==> config.mk <==
export PLATFORM = sky130hd
export DESIGN_NAME = qpsk_mapper_upsampler
export DESIGN_NICKNAME = d
export VERILOG_FILES = /design/src/rtl/qpsk_mapper_upsampler.sv
export SDC_FILE = /design/constraint.sdc
export NUM_CORES = 1
export LEC_CHECK = 0
export CAP_MARGIN = 20
export CELL_PAD_IN_SITES_DETAIL_PLACEMENT = 1
export CELL_PAD_IN_SITES_GLOBAL_PLACEMENT = 2
export CORE_MARGIN = 4
export CORE_UTILIZATION = 33
export DETAILED_ROUTE_END_ITERATION = 6
export PLACE_DENSITY = 0.86
export SYNTH_ARGS = -nofsm -noshare
export SYNTH_HDL_FRONTEND = slang
export SYNTH_SLANG_ARGS = --single-unit
==> constraint.sdc <==
create_clock -name clk -period 2.05 [get_ports clk]
set_clock_uncertainty 0.05 [all_clocks]
set_input_delay 0.615 -clock clk [delete_from_list [all_inputs] [get_ports clk]]
set_output_delay 0.615 -clock clk [all_outputs]
set_load 0.03 [all_outputs]
==> src/rtl/qpsk_mapper_upsampler.sv <==
// qpsk_mapper_upsampler
//   Packs a serial bit stream into QPSK symbols and emits them as zero-stuffed
//   impulses, one symbol slot every UPS_FACTOR cycles, ready for I/Q
//   pulse-shaping filters.
//
// Parameters
//   UPS_FACTOR : output samples per symbol, legal range 2..16 (default 8)
//
// Ports
//   clk        : single clock, rising edge
//   rst_n      : asynchronous active-low reset
//   bit_in     : serial payload bit
//   bit_valid  : bit_in qualifier
//   bit_ready  : a bit is accepted when bit_valid && bit_ready
//   usp_i      : upsampled I sample (+1 = 2'b01, -1 = 2'b11, 0 = 2'b00)
//   usp_q      : upsampled Q sample
//   sym_strobe : usp_i/usp_q carry a symbol impulse this cycle
//   underflow  : one-cycle pulse when a symbol slot found no symbol held
//
// Optional feature
//   QPSK_SCRAMBLER_EN : when defined, each accepted bit is XORed with a PRBS-7
//   (x^7 + x^6 + 1, seed 7'h7F) that advances once per accepted bit.

module qpsk_mapper_upsampler #(
  parameter int unsigned UPS_FACTOR = 8
) (
  input  logic              clk,
  input  logic              rst_n,
  input  logic              bit_in,
  input  logic              bit_valid,
  output logic              bit_ready,
  output logic signed [1:0] usp_i,
  output logic signed [1:0] usp_q,
  output logic              sym_strobe,
  output logic              underflow
);

  localparam int unsigned PH_W = (UPS_FACTOR > 2) ? $clog2(UPS_FACTOR) : 1;
  localparam logic [PH_W-1:0] PH_LAST = PH_W'(UPS_FACTOR - 1);

  localparam logic signed [1:0] SYM_POS  = 2'sb01;
  localparam logic signed [1:0] SYM_NEG  = 2'sb11;
  localparam logic signed [1:0] SYM_ZERO = 2'sb00;

  // State registers
  logic [PH_W-1:0] phase_q, phase_d;
  logic            pair_q, pair_d;        // 1: I bit captured, waiting for Q
  logic            i_bit_q, i_bit_d;      // captured I bit of the pending pair
  logic            sym_full_q, sym_full_d;
  logic            sym_i_q, sym_i_d;      // held symbol, raw bits
  logic            sym_q_q, sym_q_d;

  // Output next values
  logic signed [1:0] usp_i_d, usp_q_d;
  logic              sym_strobe_d, underflow_d;

  logic accept_c;
  logic slot_c;
  logic bit_eff_c;

  assign accept_c  = bit_valid & ~sym_full_q;
  assign slot_c    = (phase_q == '0);
  assign bit_ready = ~sym_full_q;

`ifdef QPSK_SCRAMBLER_EN
  // PRBS-7 whitening: tap bits 7 and 6, shifted once per accepted bit
  logic [6:0] prbs_q, prbs_d;
  logic       prbs_bit_c;

  assign prbs_bit_c = prbs_q[6] ^ prbs_q[5];
  assign bit_eff_c  = bit_in ^ prbs_bit_c;
  assign prbs_d     = accept_c ? {prbs_q[5:0], prbs_bit_c} : prbs_q;

  always_ff @(posedge clk or negedge rst_n) begin
    if (!rst_n) begin
      prbs_q <= 7'h7F;
    end else begin
      prbs_q <= prbs_d;
    end
  end
`else
  assign bit_eff_c = bit_in;
`endif

  // Next-state and output logic
  always_comb begin
    phase_d      = (phase_q == PH_LAST) ? '0 : phase_q + PH_W'(1);
    pair_d       = pair_q;
    i_bit_d      = i_bit_q;
    sym_full_d   = sym_full_q;
    sym_i_d      = sym_i_q;
    sym_q_d      = sym_q_q;
    usp_i_d      = SYM_ZERO;
    usp_q_d      = SYM_ZERO;
    sym_strobe_d = 1'b0;
    underflow_d  = 1'b0;

    // Symbol slot: emit the held symbol or flag starvation
    if (slot_c) begin
      if (sym_full_q) begin
        usp_i_d      = sym_i_q ? SYM_NEG : SYM_POS;
        usp_q_d      = sym_q_q ? SYM_NEG : SYM_POS;
        sym_strobe_d = 1'b1;
        sym_full_d   = 1'b0;
      end else begin
        underflow_d  = 1'b1;
      end
    end

    // Bit capture; accept_c implies the holding register is empty, so this
    // never collides with the emit branch above.
    if (accept_c) begin
      if (!pair_q) begin
        i_bit_d = bit_eff_c;
        pair_d  = 1'b1;
      end else begin
        sym_i_d    = i_bit_q;
        sym_q_d    = bit_eff_c;
        sym_full_d = 1'b1;
        pair_d     = 1'b0;
      end
    end
  end

  // State and output registers
  always_ff @(posedge clk or negedge rst_n) begin
    if (!rst_n) begin
      phase_q    <= '0;
      pair_q     <= 1'b0;
      i_bit_q    <= 1'b0;
      sym_full_q <= 1'b0;
      sym_i_q    <= 1'b0;
      sym_q_q    <= 1'b0;
      usp_i      <= SYM_ZERO;
      usp_q      <= SYM_ZERO;
      sym_strobe <= 1'b0;
      underflow  <= 1'b0;
    end else begin
      phase_q    <= phase_d;
      pair_q     <= pair_d;
      i_bit_q    <= i_bit_d;
      sym_full_q <= sym_full_d;
      sym_i_q    <= sym_i_d;
      sym_q_q    <= sym_q_d;
      usp_i      <= usp_i_d;
      usp_q      <= usp_q_d;
      sym_strobe <= sym_strobe_d;
      underflow  <= underflow_d;
    end
  end

endmodule
==> metrics.md <==
| Metric | Value |
|---|---|
| Outcome | finished clean |
| Gpl congestion | 0.661 |
| Chip height | 46.7 µm |
| Core area | 1350 µm² |
| Relative slew slack | 0.648 |
| H-Tree Depth | 1 |
| Overall routing resource usage | 0.0960 |
| DR iter-0 viols | 1 |
| Clk root buf | clkbuf_4 |
| Layout Cells excl Fill | 60 |
| Finished Core Util | 0.458 |
| GRT overflow | 0 |
| Num rows | 13 |
| Slowest CP cell | clkdlybuf4s50_1 |
| Die width | 46.7 µm |
| Largest net degree at the start of global routing | 13 |
| Area delta synth->final | 25.4% |
| Ant. Diodes | 0 |
| Leading cell type in the layout, fill and taps excluded | dfrtp_1 |
| Fin crit share | 0.966 |
| Crit Path Max Fanout | 3 |
| Via density | 4.62 |
| Routed vias | 277 |
| Pwr Density | 1400 nW/µm² |
| Mapped Cells | 34 |
| Fin worst setup slack | 0.0699 ns |
| Initial antenna violation count | 0 |
| Worst path cell trace | clkdlybuf4s50_1 |
| Syn nets | 41 |
| Nets@finish | 54 |
| Crit path launch type | flop |
| # port buffers | 10 |
| Final min period | 1.98 ns |
| First-pass GRT wire length | 1380 µm |
| Routed Antenna Nets | 0 |
| Sink Count | 12 |
| Most frequent cells in the layout | dfrtp_1 (12), clkdlybuf4s50_1 (9), inv_1 (3), ha_1 (3), clkbuf_4 (3) |
| Setup TNS | 0 ns |
| Fmax | 0.505 GHz |
| Post-synthesis cell area | 493 µm² |
| Number of setup violations in the final report | 0 |
| Peak VDD IR | 618 µV |
| CTS Buf Count | 3 |
| Least-Margin Pin Slew | 0.526 ns |
| YS warnings | 0 |
| Initial Utilization | 0.365 |
| Setup Slack @ Placement | 0.129 ns |
| LEAKAGE | 0.308 nW |
| Netlist cell types | 15 |
| Die ar. | 2180 µm² |
| Sequential-to-total area share from yosys stat | 0.609 |
| Max_cap viols | 0 |
| Dpl hpwl | 688 µm |
| Final hold vios | 0 |
| CTS clock-pin slew for the worst setup and hold paths | 0.07 ns |
| Worst path max stage delay | 0.68 ns |
| Post-CTS Setup Bufs | 0 |
| Clock Tree Buf Depth | 2 |
| Post-synthesis register bit count | 12 |
| Syn avg cell area | 14.5 µm² |
| RSZ-0062 raised after global routing | no |
| IO Count | 11 |
| Drt wl/cell | 13.6 µm |
| Total chip power | 0.000864 W |
| Cell total after placement | 57 |
| DR DRC count | 0 |
| Hold crit path type | flop to flop |
| Share of post-route cells with drive strength above 1 | 0.178 |
| Final wirelength | 815 µm |
| Critical path buffer and inverter count | 1 |
| Setup CP Type | flop to output pin |
| Critical Path RT | 1.38 ns |
| Crit end category | output pin |
| Slew Limit Fails | 0 |
| CTS tree | built |
| CP delay by family, top | buffers and inverters |
| Clock latency on the worst-skew pair | 0.26 ns |
| DR pass1 iterations | 2 |
| WP data arrival | 1.32 ns |
| Vias in the first global route | 324 |
sequential cells by signal, indices dropped and copies added, names as in the netlist:
name	count
phase_q	3
underflow	1
i_bit_q	1
sym_q_q	1
sym_full_q	1
usp_i	2
usp_q	1
sym_i_q	1
pair_q	1
repair_timing:
item	4_1_cts	5_1_grt
resized for setup	1	0
hold buffers	0	0
endpoints found under the setup margin	1	0
path summary, 6_finish.rpt:
check / slack (ns) / depth (start not counted) / endpoint / startpoint
setup reg to reg: 0.86 / 4 / sym_full_q$_DFF_PN0_ / phase_q[0]$_DFF_PN0_
setup / recovery: 0.07 / 1 / usp_i[0] / usp_i[0]$_DFF_PN0_
min in group asynchronous: 0.65 / 1 / usp_q[1]$_DFF_PN0_ / rst_n
max in group asynchronous: 0.95 / 1 / sym_i_q$_DFFE_PN0P_ / rst_n
hold reg to reg: 0.43 / 1 / phase_q[0]$_DFF_PN0_ / phase_q[0]$_DFF_PN0_
hold / removal: 0.43 / 1 / phase_q[0]$_DFF_PN0_ / phase_q[0]$_DFF_PN0_
layout make-up:
type / count / area (µm²)
Fill cell: 150 / 732
Inverter: 3 / 11.3
Sequential cell: 12 / 300
Tap cell: 15 / 18.8
Timing Repair Buffer: 10 / 98.8
Multi-Input combinational cell: 17 / 166
Clock buffer: 3 / 22.5
power breakdown:
group          switching [W]  internal, W  total (W)  leakage (nW)
combinational       0.000183     0.000173   0.000356         0.147
clock              0.0000685    0.0000677   0.000136        0.0138
sequential         0.0000568     0.000315   0.000372         0.147
logic make-up (layout without fill, tap and decap cells):
logic type / count (synthesis) / after routing / share of synthesized area
flip-flops: 12 / 12 / 0.609
AND/OR/NAND/NOR: 9 / 9 / 0.150
buffers and inverters: 5 / 16 / 0.0533
adder cells (fa/ha/maj): 3 / 3 / 0.0762
multiplexers: 3 / 3 / 0.0838
AO/OA/AOI/OAI: 1 / 1 / 0.0101
XOR/XNOR: 1 / 1 / 0.0178
synth_stat cells:
master,n,area (µm²)
dfrtp_1,12,300
ha_1,3,37.5
inv_1,3,11.3
and2_1,2,12.5
and3_1,2,12.5
buf_4,2,15.0
mux2_4,2,30.0
mux2_2,1,11.3
nand2b_1,1,6.26
nand3b_4,1,20.0
nor2_1,1,3.75
nor2b_1,1,6.26
nor3b_2,1,12.5
o21ai_0,1,5.00
xnor2_1,1,8.76
routing by layer:
metal,GRT usage,wire length [µm],part of all wire,vias up
li1,-,-,-,131
met2,0.170,445,0.55,10
met1,0.104,311,0.38,136
met5,0,0,0,-
met3,0.0234,57,0.070,0
met4,0.0497,0,0,0
stage by stage:
stage	hold slack (ns)	instance area (µm²)
5_1_grt	0.476	618
2_1_floorplan	0.269	493
3_5_place_dp	0.425	597
6_report	0.430	618
3_3_place_gp	0.392	597
4_1_cts	0.438	618
Power figures use the tool's default switching activity.
